<file path="config.mk">
export PLATFORM = sky130hd
export DESIGN_NAME = led_shift_ctrl
export DESIGN_NICKNAME = d
export VERILOG_FILES = /design/src/rtl/led_shift_ctrl.sv
export SDC_FILE = /design/constraint.sdc
export NUM_CORES = 1
export LEC_CHECK = 0
export ABC_AREA = 0
export BUFFER_PORTS_ARGS = -buffer_cell sky130_fd_sc_hd__buf_2
export CORE_AREA = 2 2 99 82
export CTS_BUF_LIST = sky130_fd_sc_hd__clkbuf_4
export CTS_CLUSTER_DIAMETER = 60
export CTS_CLUSTER_SIZE = 24
export DETAILED_ROUTE_END_ITERATION = 10
export DIE_AREA = 0 0 101 84
export PLACE_DENSITY = 0.75
export SLEW_MARGIN = 20
export SYNTH_ARGS = -nofsm -noshare
export SYNTH_HDL_FRONTEND = slang
export SYNTH_SLANG_ARGS = --single-unit
</file>
<file path="constraint.sdc">
create_clock -name Clk -period 6.19 [get_ports Clk]
set_input_delay 1.857 -clock Clk [delete_from_list [all_inputs] [get_ports Clk]]
set_output_delay 1.857 -clock Clk [all_outputs]
set_load 0.02 [all_outputs]
</file>
<file path="src/rtl/led_shift_ctrl.sv">
// -----------------------------------------------------------------------------
// led_shift_ctrl
//   Control stage for the 8-LED shift register. Debounces the start/stop and
//   direction pushbuttons, holds the run/direction state and divides Clk down
//   to the step rate that drives the shifter's SS input.
//
//   Ports
//     Clk       in   system clock
//     RST       in   asynchronous, active-high reset
//     BTN_SS    in   raw start/stop button (async, bouncy)
//     BTN_MODE  in   raw direction button (async, bouncy)
//     SPEED     in   step period select, period = TICK_DIV >> SPEED
//     RUN       out  1 = shifting enabled
//     MODE      out  1 = shift left, 0 = shift right
//     SS_STEP   out  one-cycle step enable, only while RUN=1
//     EV_SS     out  debounced press event, start/stop button
//     EV_MODE   out  debounced press event, direction button
// -----------------------------------------------------------------------------

// -----------------------------------------------------------------------------
// led_shift_debounce
//   Two-flop synchronizer followed by a press/release debounce FSM.
//   A level change is accepted only after DEB_CYCLES consecutive stable
//   synchronized samples; a one-cycle event is produced on accepted presses.
//
//   Ports
//     Clk   in   system clock
//     RST   in   asynchronous, active-high reset
//     raw   in   raw asynchronous button level
//     ev    out  one-cycle registered press event
//
//   state      | meaning
//   -----------+-------------------------------------------------------
//   S_LOW      | button accepted as released
//   S_WAIT_HI  | synced level went high, counting stable high samples
//   S_HIGH     | button accepted as pressed
//   S_WAIT_LO  | synced level went low, counting stable low samples
// -----------------------------------------------------------------------------
module led_shift_debounce #(
  parameter int DEB_CYCLES = 500000
) (
  input  logic Clk,
  input  logic RST,
  input  logic raw,
  output logic ev
);

  localparam int DCW = (DEB_CYCLES < 2) ? 1 : $clog2(DEB_CYCLES + 1);
  localparam logic [DCW-1:0] DEB_LAST = DCW'(DEB_CYCLES - 1);

  typedef enum logic [1:0] {
    S_LOW,
    S_WAIT_HI,
    S_HIGH,
    S_WAIT_LO
  } state_t;

  state_t         state;
  logic [1:0]     sync;
  logic [DCW-1:0] cnt;
  logic           synced;

  assign synced = sync[1];

  always_ff @(posedge Clk or posedge RST) begin
    if (RST) begin
      sync  <= 2'b00;
      state <= S_LOW;
      cnt   <= '0;
      ev    <= 1'b0;
    end else begin
      sync <= {sync[0], raw};
      ev   <= 1'b0;
      case (state)
        S_LOW: begin
          cnt <= '0;
          if (synced) state <= S_WAIT_HI;
        end
        S_WAIT_HI: begin
          if (!synced) begin
            state <= S_LOW;
          end else if (cnt == DEB_LAST) begin
            // The event is registered together with the state change so it
            // is exactly one cycle wide.
            state <= S_HIGH;
            ev    <= 1'b1;
          end else begin
            cnt <= cnt + 1'b1;
          end
        end
        S_HIGH: begin
          cnt <= '0;
          if (!synced) state <= S_WAIT_LO;
        end
        S_WAIT_LO: begin
          // Release is debounced too, but produces no event.
          if (synced) begin
            state <= S_HIGH;
          end else if (cnt == DEB_LAST) begin
            state <= S_LOW;
          end else begin
            cnt <= cnt + 1'b1;
          end
        end
        default: begin
          state <= S_LOW;
          cnt   <= '0;
        end
      endcase
    end
  end

endmodule

// -----------------------------------------------------------------------------
// led_shift_ctrl top
//
//   state | meaning
//   ------+----------------------------------------------------------------
//   RUN=0 | stopped: divider held at 0, no steps
//   RUN=1 | running: divider counts 0..DIV-1, SS_STEP pulses on each wrap
// -----------------------------------------------------------------------------
module led_shift_ctrl #(
  parameter int DEB_CYCLES = 500000,
  parameter int TICK_DIV   = 25000000
) (
  input  logic       Clk,
  input  logic       RST,
  input  logic       BTN_SS,
  input  logic       BTN_MODE,
  input  logic [1:0] SPEED,
  output logic       RUN,
  output logic       MODE,
  output logic       SS_STEP,
  output logic       EV_SS,
  output logic       EV_MODE
);

  localparam int CW = $clog2(TICK_DIV + 1);
  localparam logic [CW-1:0] TICK_DIV_W = CW'(TICK_DIV);

  logic [CW-1:0] div_cnt;
  logic [CW-1:0] div_len;
  logic [CW-1:0] div_last;
  logic          ev_ss;
  logic          ev_mode;

  led_shift_debounce #(
    .DEB_CYCLES(DEB_CYCLES)
  ) u_deb_ss (
    .Clk(Clk),
    .RST(RST),
    .raw(BTN_SS),
    .ev (ev_ss)
  );

  led_shift_debounce #(
    .DEB_CYCLES(DEB_CYCLES)
  ) u_deb_mode (
    .Clk(Clk),
    .RST(RST),
    .raw(BTN_MODE),
    .ev (ev_mode)
  );

  assign EV_SS   = ev_ss;
  assign EV_MODE = ev_mode;

  // Period follows SPEED combinationally, so a change applies on the very
  // next edge. TICK_DIV >= 8 keeps div_len >= 1 for every SPEED value.
  assign div_len  = TICK_DIV_W >> SPEED;
  assign div_last = div_len - CW'(1);

  always_ff @(posedge Clk or posedge RST) begin
    if (RST) begin
      RUN     <= 1'b0;
      MODE    <= 1'b1;
      SS_STEP <= 1'b0;
      div_cnt <= '0;
    end else begin
      SS_STEP <= 1'b0;
      // MODE and SS_STEP share this edge, so a step issued together with a
      // toggle already carries the new direction.
      MODE    <= MODE ^ ev_mode;
      if (ev_ss) begin
        // Starting restarts the period from 0; stopping suppresses any step
        // that would have fired on this edge.
        RUN     <= ~RUN;
        div_cnt <= '0;
      end else if (!RUN) begin
        div_cnt <= '0;
      end else if (div_cnt >= div_last) begin
        // ">=" handles a SPEED change that shrinks the period below the
        // current count: step immediately and wrap.
        SS_STEP <= 1'b1;
        div_cnt <= '0;
      end else begin
        div_cnt <= div_cnt + 1'b1;
      end
    end
  end

endmodule

</file>
==> results of run 1 <==
==> per-stage QoR <==
stage               area (sq um)   util  power (W)  worst slack (ns)
finish                      4640  0.608   0.000890              2.01
global route                4640  0.608   0.000934              1.71
CTS                         4630  0.607   0.000902              1.95
detailed placement          4470  0.587   0.000561              1.45
global placement            4470  0.587   0.000558              1.75
floorplan                   4360      -   0.000548              2.22
==> cell families (layout without fill, tap and decap cells) <==
group / after synthesis / after routing / share of synthesized area
flops: 76 / 76 / 0.436
buf+inv: 26 / 41 / 0.0284
xor+xnor: 50 / 50 / 0.100
mux: 7 / 7 / 0.0175
simple gates: 191 / 191 / 0.245
compound gates: 60 / 60 / 0.102
fa+ha+maj: 24 / 24 / 0.0689
other cells: 2 / 3 / 0.00172
==> registers in the layout, summed over array words and instances (netlist names), 2 cells and up, named ones only <==
signal / count
div_cnt: 25
u_deb_ss.cnt: 19
u_deb_mode.sync: 2
u_deb_mode.cnt: 19
u_deb_ss.sync: 2
==> final timing paths <==
check,from,cells past startpoint,end,slack [ns]
worst min register to register,u_deb_ss.sync[0],0,u_deb_ss.sync[1],0.36
max in group asynchronous,RST,3,u_deb_mode.cnt[8],3.92
worst max register to register,div_cnt[18],6,div_cnt[5],3.73
min in group asynchronous,RST,3,u_deb_mode.cnt[15],1.69
worst max-delay path,SPEED[1],10,div_cnt[5],2.01
worst min-delay path,u_deb_ss.sync[0],0,u_deb_ss.sync[1],0.36
==> area by class of cell <==
| type | count | area, sq um |
|---|---|---|
| clock buffers | 9 | 67.6 |
| clock inverters | 6 | 88.8 |
| flip-flops and latches | 76 | 1900 |
| well taps | 93 | 116 |
| fillers | 640 | 2980 |
| inverters | 15 | 57.6 |
| multi-input cells | 335 | 2340 |
| repair buffers | 11 | 57.6 |
==> placed cells by master, fill, tap and decap left out, types with 7 or more instances in the layout <==
| cell | Yosys | routed |
|---|---|---|
| xor2_1 | 19 | 19 |
| a21oi_1 | 15 | 15 |
| nand4_1 | 15 | 15 |
| and2_1 | 15 | 15 |
| xnor2_1 | 31 | 31 |
| o211ai_1 | 7 | 7 |
| nor2_1 | 24 | 24 |
| buf_2 | 0 | 10 |
| nand3_1 | 26 | 26 |
| ha_1 | 24 | 24 |
| o31ai_1 | 8 | 8 |
| nand2_1 | 29 | 29 |
| nor3_1 | 36 | 36 |
| dfrtp_1 | 75 | 75 |
| inv_1 | 13 | 12 |
| clkbuf_4 | 0 | 9 |
==> report_power, final <==
part / internal [W] / total [W] / switching, W / leakage, nW
Sequential: 0.000501 / 0.000508 / 0.00000737 / 1.04
Combinational: 0.0000139 / 0.0000425 / 0.0000286 / 0.813
Clock: 0.000162 / 0.000339 / 0.000177 / 0.0784
==> routing by layer <==
metal  wire length, um  up-vias  track usage
met2              3750       63        0.335
met5                 0        -            0
li1                  -     1610            -
met3               407       14       0.0812
met4                91        0       0.0504
met1              4170     1576        0.312
==> critical path: cells and delay by family <==
family | cells | cell delay [ns]
compound gates | 4 | 1.19
fa+ha+maj | 2 | 0.59
buf+inv | 2 | 0.26
simple gates | 2 | 0.60
==> results.toml, run 1 <==
[floorplanning]
initial_core_util = 0.572
die_y_um = 84
fp.dieArea_sq_um = 8480
io_pins = 11
rows = 29
coreArea_sq_um = 7620
dieWidth_um = 101

[synth]
synth_top_flop_cell = "dfrtp_1"
synth_top_area_share = 0.430
synth.distinct_cells = 59
ys_top_cells_by_count = "dfrtp_1 (75), nor3_1 (36), xnor2_1 (31)"
syn_area_sq_um = 4360
yosys_warnings = 0
yosysMostFrequentCell = "dfrtp_1"
synth_seq_area_share = 0.436
synth_top_cell_by_area = "dfrtp_1"
syn_inst = 436
synth_edf_count = 0
syn_area_per_cell_sq_um = 10.0
synth_seq_cells = 76
async_flop_share = 1.00
synthTopCellsByArea = "dfrtp_1 (43%), ha_1 (6.9%), xnor2_1 (6.2%)"

[clocking]
clock_path_buffers = 2
cts_buffers = 9
path_clk_slew_ns = 0.12
post-cts-setup-buffer-count = 0
htree_levels = 3
cts_tree = "yes"
cts-resized-gates = 0
cts_sinks = 76
clock_latency_ns = 0.44
ctsHoldBuffers = 0
cts_root_buf = "clkbuf_4"

[pwr]
power_leakage_nw = 1.93
irDropWorstVdd_v = 0.000175
p_per_area_nw_per_um2 = 192

[critical_path]
cpPeakStageDelay_ns = 0.54
path_cells = "buf_2 -> inv_1 -> nor2_1 -> ha_1 -> ha_1 -> a211oi_1 -> o21ai_0 -> a221oi_1 -> o22ai_4 -> nor3_1"
endpoint_kind = "flop"
crit_required_ns = 6.53
cp.arrival_ns = 4.53
path_common_cell = "ha_1"
worst-setup-path-type = "primary input to flop"
startpoint_type = "primary input"
cp_max_fo = 25
crit_slowest_cell = "a221oi_1"

[route]
wl_mm = 8.42
route.detailed.drc = 0
viasPerCell = 5.99
num_vias = 3263
drtIter0Drc = 166
dr.pass1.iters = 4
ant_nets = 0
routedWlPerCell_um = 15.4

[run_status]
outcome = "finished, final reports clean"

[placement]
dp_hpwl_mm = 5.89
portBuffers = 10
post-place-cells = 530
gp_congestion = 0.954

[timing]
setup_violations = 0
fmax_mhz = 239
finalMaxSlewViolations = 0
fin_crit_sh = 0.676
fin_setup_tns_ns = 0
finalHoldViolCount = 0
fin_skew_ns = 0.00962
slew_headroom = 0.380
finalCriticalPeriod_ns = 4.18
worst_pin_slew_ns = 0.930
hold_ws_ns = 0.364
rsz0062_at_grt = "false"

[cells_and_area]
layout-drive-gt1-share = 0.106
antenna_cells = 0
final_nets = 478
area_delta_synth_final_pct = 6.31
final_cells = 545

[global_routing]
grtUsageTotal = 0.224
antenna_found_initial = 0
overflow = 0
grt_pass1_wl_mm = 15.1
grt_pass1_vias = 3273
grt_max_degree = 77

[run]
max_cap_viol_count = 0

[worst_hold_path]
hp-class = "flop to flop"
Note: power is estimated with default switching activity, not from simulation.
==> run 2, diff against run 1 <==
Settings changed: CORE_AREA 2 2 99 82 to 2 2 100 82, DIE_AREA 0 0 101 84 to 0 0 102 84, PLACE_DENSITY 0.75 to 0.78.
Clock period 6.19 ns to 3.8 ns, I/O delays scaled along.
==> results.toml, run 2 (synthesis gave the netlist of run 1 again) <==
[route]
dr.pass1.iters = 5
wl_mm = 8.46
viasPerCell = 5.88
num_vias = 3318
drtIter0Drc = 197
route.detailed.drc = 0
ant_nets = 0
routedWlPerCell_um = 15.0

[global_routing]
overflow = 0
grt_max_degree = 31
grt_pass1_vias = 3224
grt_pass1_wl_mm = 14.9
antenna_found_initial = 0
grtUsageTotal = 0.218

[clocking]
path_clk_slew_ns = 0.11
cts-resized-gates = 0
cts_root_buf = "clkbuf_4"
ctsHoldBuffers = 0
post-cts-setup-buffer-count = 0
clock_latency_ns = 0.43
cts_tree = "yes"
cts_sinks = 76
clock_path_buffers = 2
cts_buffers = 9
htree_levels = 3

[cells_and_area]
mostFrequentLayoutCell = "dfrtp_1"
fillers = 676
final_nets = 481
utilization = 0.604
multi_input_area_sq_um = 2340
layout-drive-gt1-share = 0.112
largest_register_ffs = 25
layout_common_cells = "dfrtp_1 (75), nor3_1 (36), xnor2_1 (31), nand2_1 (29), nand3_1 (26)"
antenna_cells = 0
area_delta_synth_final_pct = 6.60
top_regs = "div_cnt: 25 flops, u_deb_mode.cnt: 19 flops, u_deb_ss.cnt: 19 flops"
final_cells = 564
register_area_sq_um = 1900
regMostFlops = "div_cnt"

[worst_hold_path]
hp-start = "u_deb_mode.sync[0]"
hp-class = "flop to flop"

[critical_path]
cp.arrival_ns = 3.61
crit_path_start = "SPEED[1]"
worst-setup-path-type = "primary input to flop"
r2r_start = "div_cnt[10]"
cp_max_fo = 25
startpoint_type = "primary input"
endpoint_kind = "flop"
crit_required_ns = 4.12

[placement]
gp_congestion = 0.935
post-place-cells = 548
dp_hpwl_mm = 6.19
portBuffers = 10

[floorplanning]
die_y_um = 84
io_pins = 11
dieWidth_um = 102
rows = 29
initial_core_util = 0.567
fp.dieArea_sq_um = 8570
coreArea_sq_um = 7690

[pwr]
irDropWorstVdd_v = 0.000183
finalPower_w = 0.00138
power_leakage_nw = 1.95
p_per_area_nw_per_um2 = 297

[timing]
fin_crit_sh = 0.867
finalCriticalPeriod_ns = 3.30
finalMaxSlewViolations = 0
worst_pin_slew_ns = 1.06
finalHoldViolCount = 0
setup_violations = 0
slew_headroom = 0.292
fin_setup_tns_ns = 0
rsz0062_at_grt = "false"
fin_skew_ns = 0.0197
fmax_mhz = 303

[run]
max_cap_viol_count = 0

[run_status]
outcome = "finished, final reports clean"
run 2: path summary, 6_finish.rpt:
path | end | slack, ns | cells after the start
max | div_cnt[12] | 0.50 | 12
min | u_deb_mode.sync[1] | 0.36 | 0
max reg2reg | div_cnt[12] | 1.33 | 6
min reg2reg | u_deb_mode.sync[1] | 0.36 | 0
max in group asynchronous | MODE | 2.35 | 3
min in group asynchronous | u_deb_ss.cnt[0] | 0.71 | 2
run 2: worst max-delay path: stages:
cell and delay (ns):
buf_2 0.14, inv_1 0.10, nor2_1 0.17, buf_4 0.17
inv_1 0.06, ha_1 0.20, nand2_1 0.07, ha_1 0.23
a21o_1 0.18, a221oi_1 0.37, o22ai_2 0.45, nor3_1 0.32
run 2: layout make-up:
type / count / area share
clock buffer: 11 / 0.0178
tap: 108 / 0.0291
multi-input combinational: 335 / 0.503
timing repair buffer: 14 / 0.0172
inverter: 15 / 0.0124
sequential: 76 / 0.409
clock inverter: 5 / 0.0113
run 2: metrics by stage:
step           setup WS, ns  hold slack, ns  area [sq um]
2_1_floorplan         0.544           0.331          4360
5_1_grt               0.284           0.369          4650
3_5_place_dp         0.0376           0.347          4510
6_report              0.505           0.361          4650
4_1_cts               0.508           0.368          4650
3_3_place_gp          0.249           0.333          4510
run 2: power by group:
part           leakage [nW]  internal [W]  switching, W
Sequential             1.04      0.000816     0.0000121
Combinational         0.827     0.0000241     0.0000470
Clock                0.0782      0.000213      0.000270
run 2: routing by layer:
| metal | GRT usage | vias to the layer above | part of all wire |
|---|---|---|---|
| met5 | 0 | - | 0 |
| met4 | 0.0812 | 0 | 0.016 |
| met3 | 0.0427 | 14 | 0.050 |
| met2 | 0.334 | 75 | 0.46 |
| met1 | 0.306 | 1620 | 0.48 |
| li1 | - | 1609 | - |
